$ cat config.mk
export PLATFORM = sky130hd
export DESIGN_NAME = vga_scanout
export DESIGN_NICKNAME = d
export VERILOG_FILES = /design/src/rtl/vga_scanout.sv
export SDC_FILE = /design/constraint.sdc
export NUM_CORES = 1
export LEC_CHECK = 0
export BUFFER_PORTS_ARGS = -buffer_cell sky130_fd_sc_hd__buf_2
export CORE_ASPECT_RATIO = 0.75
export CORE_UTILIZATION = 47
export DETAILED_ROUTE_END_ITERATION = 7
export PLACE_DENSITY_LB_ADDON = 0.3
export SYNTH_ARGS = -nofsm -noshare
export SYNTH_HDL_FRONTEND = slang
export SYNTH_SLANG_ARGS = --single-unit
$ cat constraint.sdc
create_clock -name clk -period 2.7 [get_ports clk]
set_input_delay 0.135 -clock clk [delete_from_list [all_inputs] [get_ports clk]]
set_output_delay 0.135 -clock clk [all_outputs]
set_load 0.02 [all_outputs]
$ cat src/rtl/vga_scanout.sv
// vga_scanout: pixel scan-out stage between the VGA timing generator and the RGB pins.
// Stage A issues the VRAM port-B byte address, a side pipeline carries the pixel
// bit index, vidon and syncs across the VRAM read latency, and stage B maps the
// pixel bit through the fg/bg palette to RGB332.
// Optional feature macro: SCANOUT_PALETTE_EN (writable palette registers).
module vga_scanout #(
  parameter int         RD_LAT   = 1,
  parameter logic [7:0] FG_RESET = 8'hFF,
  parameter logic [7:0] BG_RESET = 8'h00
) (
  input  logic        clk,
  input  logic        resetn,
  input  logic [9:0]  x_in,
  input  logic [9:0]  y_in,
  input  logic        vidon_in,
  input  logic        hsync_in,
  input  logic        vsync_in,
  output logic [15:0] vram_addrb,
  input  logic [7:0]  vram_doutb,
  input  logic        cfg_we,
  input  logic        cfg_sel,
  input  logic [7:0]  cfg_data,
  output logic [2:0]  red,
  output logic [2:0]  green,
  output logic [1:0]  blue,
  output logic        hsync,
  output logic        vsync,
  output logic        frame_tick
);

  localparam int LAST = RD_LAT - 1;

  typedef struct packed {
    logic [2:0] xbit;
    logic       vidon;
    logic       hs;
    logic       vs;
  } side_t;

  localparam side_t SIDE_RST = '{xbit: 3'd0, vidon: 1'b0, hs: 1'b1, vs: 1'b1};

  side_t       side_a;
  side_t       side_d [RD_LAT];
  logic [15:0] y_ext;
  logic [15:0] addr_next;
  logic [7:0]  fg;
  logic [7:0]  bg;
  logic        pix;
  logic        vsync_prev;

  // Byte address: y*80 as (y<<6)+(y<<4) plus the byte column, wrapped to 16 bits.
  always_comb begin
    y_ext     = {6'd0, y_in};
    addr_next = (y_ext << 6) + (y_ext << 4) + {9'd0, x_in[9:3]};
  end

  // Stage A: register the address and the first side-pipeline stage.
  always_ff @(posedge clk) begin
    if (!resetn) begin
      vram_addrb <= 16'd0;
      side_a     <= SIDE_RST;
    end else begin
      vram_addrb <= vidon_in ? addr_next : 16'd0;
      side_a     <= '{xbit: x_in[2:0], vidon: vidon_in, hs: hsync_in, vs: vsync_in};
    end
  end

  // Delay line: RD_LAT stages so side info lands in the same cycle as vram_doutb.
  always_ff @(posedge clk) begin
    if (!resetn) begin
      for (int i = 0; i < RD_LAT; i++) side_d[i] <= SIDE_RST;
    end else begin
      side_d[0] <= side_a;
      for (int i = 1; i < RD_LAT; i++) side_d[i] <= side_d[i-1];
    end
  end

  // Pixel bit select: bit 0 is the leftmost pixel of the byte.
  always_comb begin
    pix = vram_doutb[side_d[LAST].xbit];
  end

`ifdef SCANOUT_PALETTE_EN
  // Palette registers; a write is visible to stage B from the next edge.
  always_ff @(posedge clk) begin
    if (!resetn) begin
      fg <= FG_RESET;
      bg <= BG_RESET;
    end else if (cfg_we) begin
      if (cfg_sel) bg <= cfg_data;
      else         fg <= cfg_data;
    end
  end
`else
  // Fixed palette; cfg_* are kept on the port list but have no effect.
  logic unused_cfg;
  assign fg         = FG_RESET;
  assign bg         = BG_RESET;
  assign unused_cfg = ^{cfg_we, cfg_sel, cfg_data};
`endif

  // Stage B: colour mapping, aligned syncs and the vsync falling-edge tick.
  always_ff @(posedge clk) begin
    if (!resetn) begin
      {red, green, blue} <= 8'h00;
      hsync              <= 1'b1;
      vsync              <= 1'b1;
      vsync_prev         <= 1'b1;
      frame_tick         <= 1'b0;
    end else begin
      {red, green, blue} <= side_d[LAST].vidon ? (pix ? fg : bg) : 8'h00;
      hsync              <= side_d[LAST].hs;
      vsync              <= side_d[LAST].vs;
      vsync_prev         <= vsync;
      frame_tick         <= vsync_prev & ~vsync;
    end
  end

endmodule

==> results, run 1 <==
- The vias after detailed routing is 1248.
- Setup repair after global routing left no endpoint under its margin.
- The cell type with the highest aggregate area in the netlist is dfxtp_1.
- For this run, design rule violations remaining after detail routing come to 0.
- In this run the most critical hold path is launched from hsync_in.
- The final HPWL from detailed placement is roughly 2400 microns.
- Global routing finished with a remaining overflow of 0.
- Timing would allow up to about 0.48 GHz.
- The weighted congestion reported at the end of routability-driven placement is 0.8355.
- After detailed routing, the average wire length per cell comes to approximately 12 microns.
- The flow ran to the end, and the final reports show no timing, DRC or antenna violations.
- Leaving out fill and tap cells, the most frequent cell in the layout is buf_2.
- The synthesized area divided by synthesized cell count is 10.24 sq um.
- The initial utilization of the core area, before any placement, comes to between 50% and 60%.
- For the pin with the worst max-slew slack, the measured transition is 333.7 ps.
- In this run, distinct cell masters in the synthesized netlist total 32.
- Before CTS, the worst setup slack after placement is 393.9 ps.
- The total count of hold-check failures in the final report is 0.
- Once the clock tree was built, the resizer swapped 0 gates to a different size.
- In this run the worst hold path is classified as primary input to flip-flop.
- The max-cap check violation count is 0.
- TritonCTS created 5 clock buffers.
- The total power density per cell area is 625.6 mW/mm^2.
- Yosys mapped a number of flops with a built-in enable equal to 0.
- Measured against its own limit, the worst slew margin works out to 77.52%.
- The largest fanout on the critical path is 3.
- The antenna violation net count after detailed routing is 0.
- The pin count of the biggest net entering global routing is 24.
- Measured along the x axis, the die boundary spans 69.33 microns.
- The longest clock path from root to sink contains 2 buffers.
- Clock-pin slew was measured on the worst setup and hold paths at 60 ps.
- Synthesis produced a netlist with a net count of 220.
- The I/O pin count is 70.
- The most critical setup path has its startpoint at x_in[9].
- The die is 52.50 microns tall.
- The net count reported at finish is 276.
- Total power for the finished layout comes to around 1.2 mW.
- The worst path required time is about 2900 ps.
- STA classifies the critical path endpoint as a flip-flop.
- In this run, synthesis produced a sequential element count of 33.
- The initial antenna violation count is 0.
- The fraction of the yosys area taken by sequential cells is 41.35%.
- The number of input and output port buffers inserted is a little under 60.
- For this design the static power due to leakage is between 1 and 1.5 nW.
- The number of inserted diodes is 0.
- After detailed routing, the total wire length is 2968 microns.
- The number of detailed-route iterations in the first pass is 4.
- The overall track demand over capacity in global routing is 17.61%.
- The detailed router's first-iteration violation count is 58.
- Compared with the post-synthesis result, the final layout area differs by 24.67%.
- The cell sitting at the root of the clock tree is a clkbuf_8.
- The warning count from the yosys run is 0.
- The post-route setup TNS is 0 ps.
- The worst-case hold slack is 40.41 ps.
- The clock tree from TritonCTS is yes.
- Setup violations remaining at the end of the flow were counted as 0.
- The worst-case IR drop observed on VDD is about 0.33 mV.
- The fraction of synthesized cell area taken by the top area cell type is between 40% and 50%.
- The synthesized netlist occupies a cell area of 0.001598 sq mm.
- The worst setup path is launched from a primary input.
- For this run, asynchronously set or reset flops after synthesis account for 0%.
- After synthesis, the cell types taking the most area are dfxtp_1 41%, ha_1 15%, nand2b_1 4.3%.
- The reg-to-reg startpoint is side_d[0][3].
- The clock sink count is 33.
- Hold repair after CTS inserted 0 buffers.
- At the later pin of the worst-skew pair, clock insertion delay measures around 270 ps.
- The first global-routing pass estimated 4926 microns of wire.
- The number of cells on the worst hold path is 2.
- The post-route worst setup slack is 637.5 ps.
- The via count of the first global-routing pass is 1199.
- The initialized floorplan defines 17 standard-cell rows.
- The clock period could shrink to 2063 ps.
- The deepest level of the CTS H-tree is 2.
- The floorplan step defined a core boundary enclosing just over 0.003 sq mm.
- The critical path is of the primary input to flip-flop type.
- The library cells used most frequently in the layout, excluding fill and tap cells, are 59 x buf_2, 33 x dfxtp_1, 19 x ha_1, 13 x nand2_1.
- The final critical path takes up 76.39% of the cycle.
- The fraction of final layout cells sized beyond drive strength 1 is 34.74%.
- The worst reg-to-reg path cell count is 3.
- The number of vias per cell after detailed routing is between 4 and 5.
- The setup clock skew after layout is 6.377 ps.
- The max-slew violation total from the final report is 0.
- The overall die area is 0.003639 sq mm.
- The number of buffers inserted by post-CTS setup repair is 0.
- The number of cells produced by synthesis is 156.
- The predominant post-synthesis flop cell is dfxtp_1.
- The arrival time at the worst endpoint is around 2300 ps.
-- stage by stage --
| step | cells | util (%) | cell area (sq um) |
|---|---|---|---|
| 4_1_cts | 251 | 64.58 | 1992 |
| 3_3_place_gp | 243 | 60.81 | 1876 |
| 3_5_place_dp | 243 | 60.81 | 1876 |
| 6_report | 251 | 64.58 | 1992 |
| 2_1_floorplan | 156 | - | 1598 |
| 5_1_grt | 251 | 64.58 | 1992 |
-- logic make-up after synthesis --
group	share of synthesized area [%]
XOR/XNOR	1.097
multiplexers	6.578
flip-flops	41.35
AO/OA/AOI/OAI	9.789
AND/OR/NAND/NOR	17.15
buffers and inverters	6.656
adder cells (fa/ha/maj)	17.38
-- flip-flops by register name (all words and copies together) (netlist names) --
| register | cells |
|---|---|
| vram_addrb | 16 |
| hsync | 1 |
| vsync | 1 |
| vsync_prev | 1 |
| side_d | 6 |
| side_a | 6 |
| frame_tick | 1 |
| red | 1 |
-- critical path: stages --
cell      delay (ps)
buf_2             70
inv_1             40
fa_1             540
inv_1             70
fa_1             490
a211oi_2         290
o21ai_0          140
a31oi_1          270
mux2i_1          210
-- power breakdown --
| part | internal, mW | switching, mW |
|---|---|---|
| Sequential | 0.515 | 0.00715 |
| Clock | 0.301 | 0.166 |
| Combinational | 0.112 | 0.146 |
-- cell type report --
type | instances | area, sq um
fill | 266 | 1092
multi-input combinational | 102 | 830.8
sequential | 33 | 660.6
timing repair buffer | 59 | 295.3
clock buffer | 7 | 86.33
tap | 38 | 47.55
inverter | 11 | 41.29
clock inverter | 1 | 30.03
-- final timing paths --
kind | to | slack, ps
hold / removal | side_a[1] | 40
hold reg to reg | side_d[0][0] | 410
setup / recovery | vram_addrb[13] | 640
setup reg to reg | red[1] | 1510
-- cells in the mapped netlist (2+ instances only) --
master    count
inv_1        11
dfxtp_1      33
a21oi_1       3
nor2_1        5
and3_1        7
o21ai_0       5
ha_1         19
a31oi_1       2
mux4_2        2
nand2_1      13
and2_1        7
xnor2_1       2
nor3_1        3
clkbuf_1      2
mux2i_1       6
buf_4         7
nand2b_1     11
fa_1          2
nand3_1       3
-- routing by layer --
metal	up-vias	wire (microns)	track usage (%)
met3	4	172	5.769
met5	-	0	0
met1	563	1359	21.10
li1	639	-	-
met2	42	1401	30.10
met4	0	35	6.122
Power figures use the tool's default switching activity.
==> inputs of run 2 (changes only) <==
ABC_AREA = 1   (was default)
CORE_UTILIZATION = 43   (was 47)
clock period = 1.8 ns   (was 2.7 ns; I/O delays follow)
==> run 2 against run 1 <==
Against the previous run: synthesized cell count up 47%; critical endpoint unchanged; core utilization down 5.3 points; global-route usage down 0.48 points; largest power group unchanged.
==> results, run 2 <==
- The count of standard-cell rows is 19 (+2).
- The peak supply drop is 0.7762 mV (+130%).
- The global routing met1 resource utilization came to 21.06% (-0.032 points).
- The largest stage delay on the critical path is 520 ps (-20 ps).
- STA classifies the critical path endpoint as a flip-flop.
- The fraction of final layout cells sized beyond drive strength 1 is 31.65% (-3.1 points).
- The run finished with clean final reports.
- The flip-flop count of the largest register, all copies and words added is 16 (unchanged).
- The clock latency of the later-clocked register in the worst-skew pair was 280 ps (about the same).
- Setup repair after global routing left no endpoint under its margin.
- The number of DRC violations after detailed routing is 0 (unchanged).
- The global-route wire length before repair is 5526 microns (+12%).
- The warning count from the yosys run is 0 (unchanged).
- The most used flip-flop cell after synthesis is dfxtp_1.
- The vias after detailed routing is 1516 (+21%).
- The antenna violation net count after detailed routing is 0 (unchanged).
- The clock sink count was 33 (unchanged).
- The core footprint is 0.003756 sq mm (+22%).
- The fraction of synthesized cell area taken by the top area cell type is 38.29% (-3.1 points).
- The post-route setup TNS was 0 ps (unchanged).
- The number of setup violations in the final report came to 0 (unchanged).
- The share of async-settable or async-resettable flops after synthesis is 0% (unchanged).
- The measured slew at the worst slew-check pin is 219.5 ps (-114.2 ps).
- The setup clock skew after layout is 5.376 ps (-1.001 ps).
- The initial antenna violation count is 0 (unchanged).
- The die extent in y is 56.86 microns (+8.3%).
- The number of inserted diodes is 0 (unchanged).
- The post-synth net total is 293 (+33%).
- The total buffers and inverters traversed by the critical path is 3 (unchanged).
- The largest register by flop count is vram_addrb.
- The synthesized area was 0.001725 sq mm (+8.0%).
- The fraction of the yosys area taken by sequential cells was 38.29% (-3.1 points).
- The number of resized instances in the post-cts repair step was 0 (unchanged).
- The largest fanout on the critical path was 4 (+1).
- The net count reported at finish is 360 (+30%).
- The utilization of the core after routing came to 59.26% (-5.3 points).
- The overall die area is 0.004273 sq mm (+17%).
- Static timing analysis puts the maximum clock frequency at 0.6080 GHz.
- The leakage power of the design is 1.308 nW (+24%).
- The number of buffers inserted by post-CTS setup repair came to 0 (unchanged).
- The max-slew violation total from the final report is 0 (unchanged).
- The post-place setup slack is -95.03 ps (-488.9 ps).
- The distinct cell type count of the synthesized netlist is 20 (-38%).
- The most frequent cell after synthesis is nand2_1.
- The weighted congestion reported at the end of routability-driven placement was 0.8318 (-0.44%).
- The overall track demand over capacity in global routing was 17.13% (-0.48 points).
- The count of flip-flops with a built-in enable after synthesis came to 0 (unchanged).
- The number of buffers created by CTS is 5 (unchanged).
- The detailed router's first-iteration violation count came to 38 (-34%).
- The number of fill cells is 379 (+42%).
- The initial standard-cell utilization of the core was 45.94% (-5.9 points).
- The root buffer cell chosen for the clock tree is clkbuf_8.
- After global routing, the most crowded layer is met2.
- The deepest level of the CTS H-tree is 2 (unchanged).
- The number of input and output port buffers inserted is 59 (unchanged).
- The clock tree from TritonCTS is yes.
- The horizontal die dimension is 75.15 microns (+8.4%).
- The max-cap check violation count is 0 (unchanged).
- The number of cells on the worst hold path came to 3 (+1).
- The largest registers in the layout are vram_addrb: 16 flops, side_a: 6 flops, side_d: 6 flops.
- The met2 capacity usage during global routing came to 27.03% (-3.1 points).
- The critical path's top delay family is adder cells.
- The library cell used most frequently in the layout, excluding fill and tap cells, is buf_2.
- The worst reg-to-reg path cell count is 7 (+4).
- The number of vias per cell after detailed routing came to 4.344 (-13%).
- The overflow left after global routing was 0 (unchanged).
- The final design instance area without fill is 0.002226 sq mm (+12%).
- The detailed-route wire length per cell is 9.550 microns (-19%).
- The clock period minus final worst setup slack is 1645 ps.
- The type of the worst setup path is primary input to flip-flop.
- The total count of hold-check failures in the final report came to 0 (unchanged).
- In the post-synthesis netlist, the biggest area contributors are dfxtp_1 38%, ha_1 14%, nand2_1 11%.
- The total power density per cell area is 870.0 mW/mm^2 (+39%).
- The area growth from synthesis to final layout is 29.01%.
- The post-route worst setup slack is 155.3 ps (-482.2 ps).
- The detailed-route wire length is 3333 microns (+12%).
- The largest individual stage delay along the critical path comes from the cell fa_1.
- The clock-pin slew reported for the worst setup and hold paths after clock tree synthesis is 70 ps (about the same).
- The I/O pin count is 70 (unchanged).
- STA classifies the critical path startpoint as a primary input.
- The number of detailed-route iterations in the first pass is 7 (+3).
- The ratio of final minimum period to clock period is 91.37%.
- The worst slew slack as a fraction of its limit is 85.37% (+7.8 points).
- After synthesis, the most frequently instantiated cells are 50 x nand2_1, 37 x inv_1, 33 x dfxtp_1.
- In the layout the commonest cells are 59 x buf_2, 50 x nand2_1, 37 x inv_1, 33 x dfxtp_1, 25 x nor2_1.
- The final HPWL from detailed placement is 2591 microns (+9.0%).
- The worst path required time is 1970 ps (-930 ps).
- The number of cells produced by synthesis is 229 (+47%).
- The logic depth of the worst path, buffers included is 11 (+2).
- The synthesized area divided by synthesized cell count is 7.535 sq um (-26%).
- By instance count, the cell type seen most on the critical path is nand3_1.
- The biggest area contributor in the post-synthesis netlist is dfxtp_1.
- The placement-stage cell area was 0.002056 sq mm (+9.6%).
- The pin count of the biggest net entering global routing is 12 (-50%).
- The buffer levels on the longest clock path is 2 (unchanged).
- The arrival time at the worst endpoint was 1820 ps (-440 ps).
- The via count of the first global-routing pass is 1385 (+16%).
- The worst-case hold slack is 13.59 ps (-26.82 ps).
- The met3 track demand over resource is 7.361% (+1.6 points).
- Traced cell by cell, the critical path runs through buf_2 -> inv_1 -> fa_1 -> inv_1 -> fa_1 -> nand2_1 -> nand3_1 -> nand3_1 -> nand3_1 -> nand2_1 -> nor2_1.
- The number of flip-flops and latches in the synthesized netlist is 33 (unchanged).
- The worst hold path class is primary input to flip-flop.
==> run 2: cells by family after synthesis <==
kind of cell               share of synthesized area, %
AOI/OAI and AO/OA                                 5.439
adders and majority gates                         16.10
buffers and inverters                             12.55
DFF                                               38.29
and+or+nand+nor                                   27.63
==> run 2: area by class of cell <==
type                       count  area (sq um)  area share, %
tap                           52         65.06          2.923
clock inverter                 2         37.54          1.686
inverter                      41         156.4          7.026
sequential                    33         660.6          29.68
clock buffer                   6         82.58          3.710
multi-input combinational    147         848.3          38.11
timing repair buffer          68         375.4          16.86
==> run 2: timing repair <==
item	4_1_cts	5_1_grt
hold buffers	5	0
endpoints found under the hold margin	5	0
setup endpoints to repair	0	0
==> run 2: layer usage <==
layer  vias to the layer above  routed length (microns)
li1                        830                        -
met1                       630                     1670
met2                        50                     1349
met3                         6                      269
met4                         0                       44
met5                         -                        0
==> run 2: final timing paths <==
| path | start | endpoint | slack, ps |
|---|---|---|---|
| worst max-delay path | x_in[9] | vram_addrb[13] | 160 |
| worst min-delay path | x_in[4] | vram_addrb[1] | 10 |
| worst max register to register | side_d[0][3] | red[1] | 780 |
| worst min register to register | side_a[5] | side_d[0][5] | 410 |
==> run 2: metrics by stage <==
step                cells  power (mW)
floorplan             229       1.097
global placement      336       1.218
detailed placement    336       1.226
CTS                   349       1.951
global route          349       2.048
finish                349       1.936
==> run 2: worst register-to-register path, cell delays in order (launching register included) <==
cell and delay, ps:
dfxtp_1 390, inv_1 100, nor2_1 100, nor2_1 40
o21ai_0 60, o21ai_0 100, nor2_1 90, nor2_1 50
==> run 2: where the power goes <==
group          leakage (nW)  switching, mW  internal [mW]  total [mW]
logic                 0.979          0.262          0.175       0.438
registers             0.272         0.0108          0.771       0.781
clock network        0.0574          0.268          0.450       0.717
total                  1.31          0.541           1.40        1.94
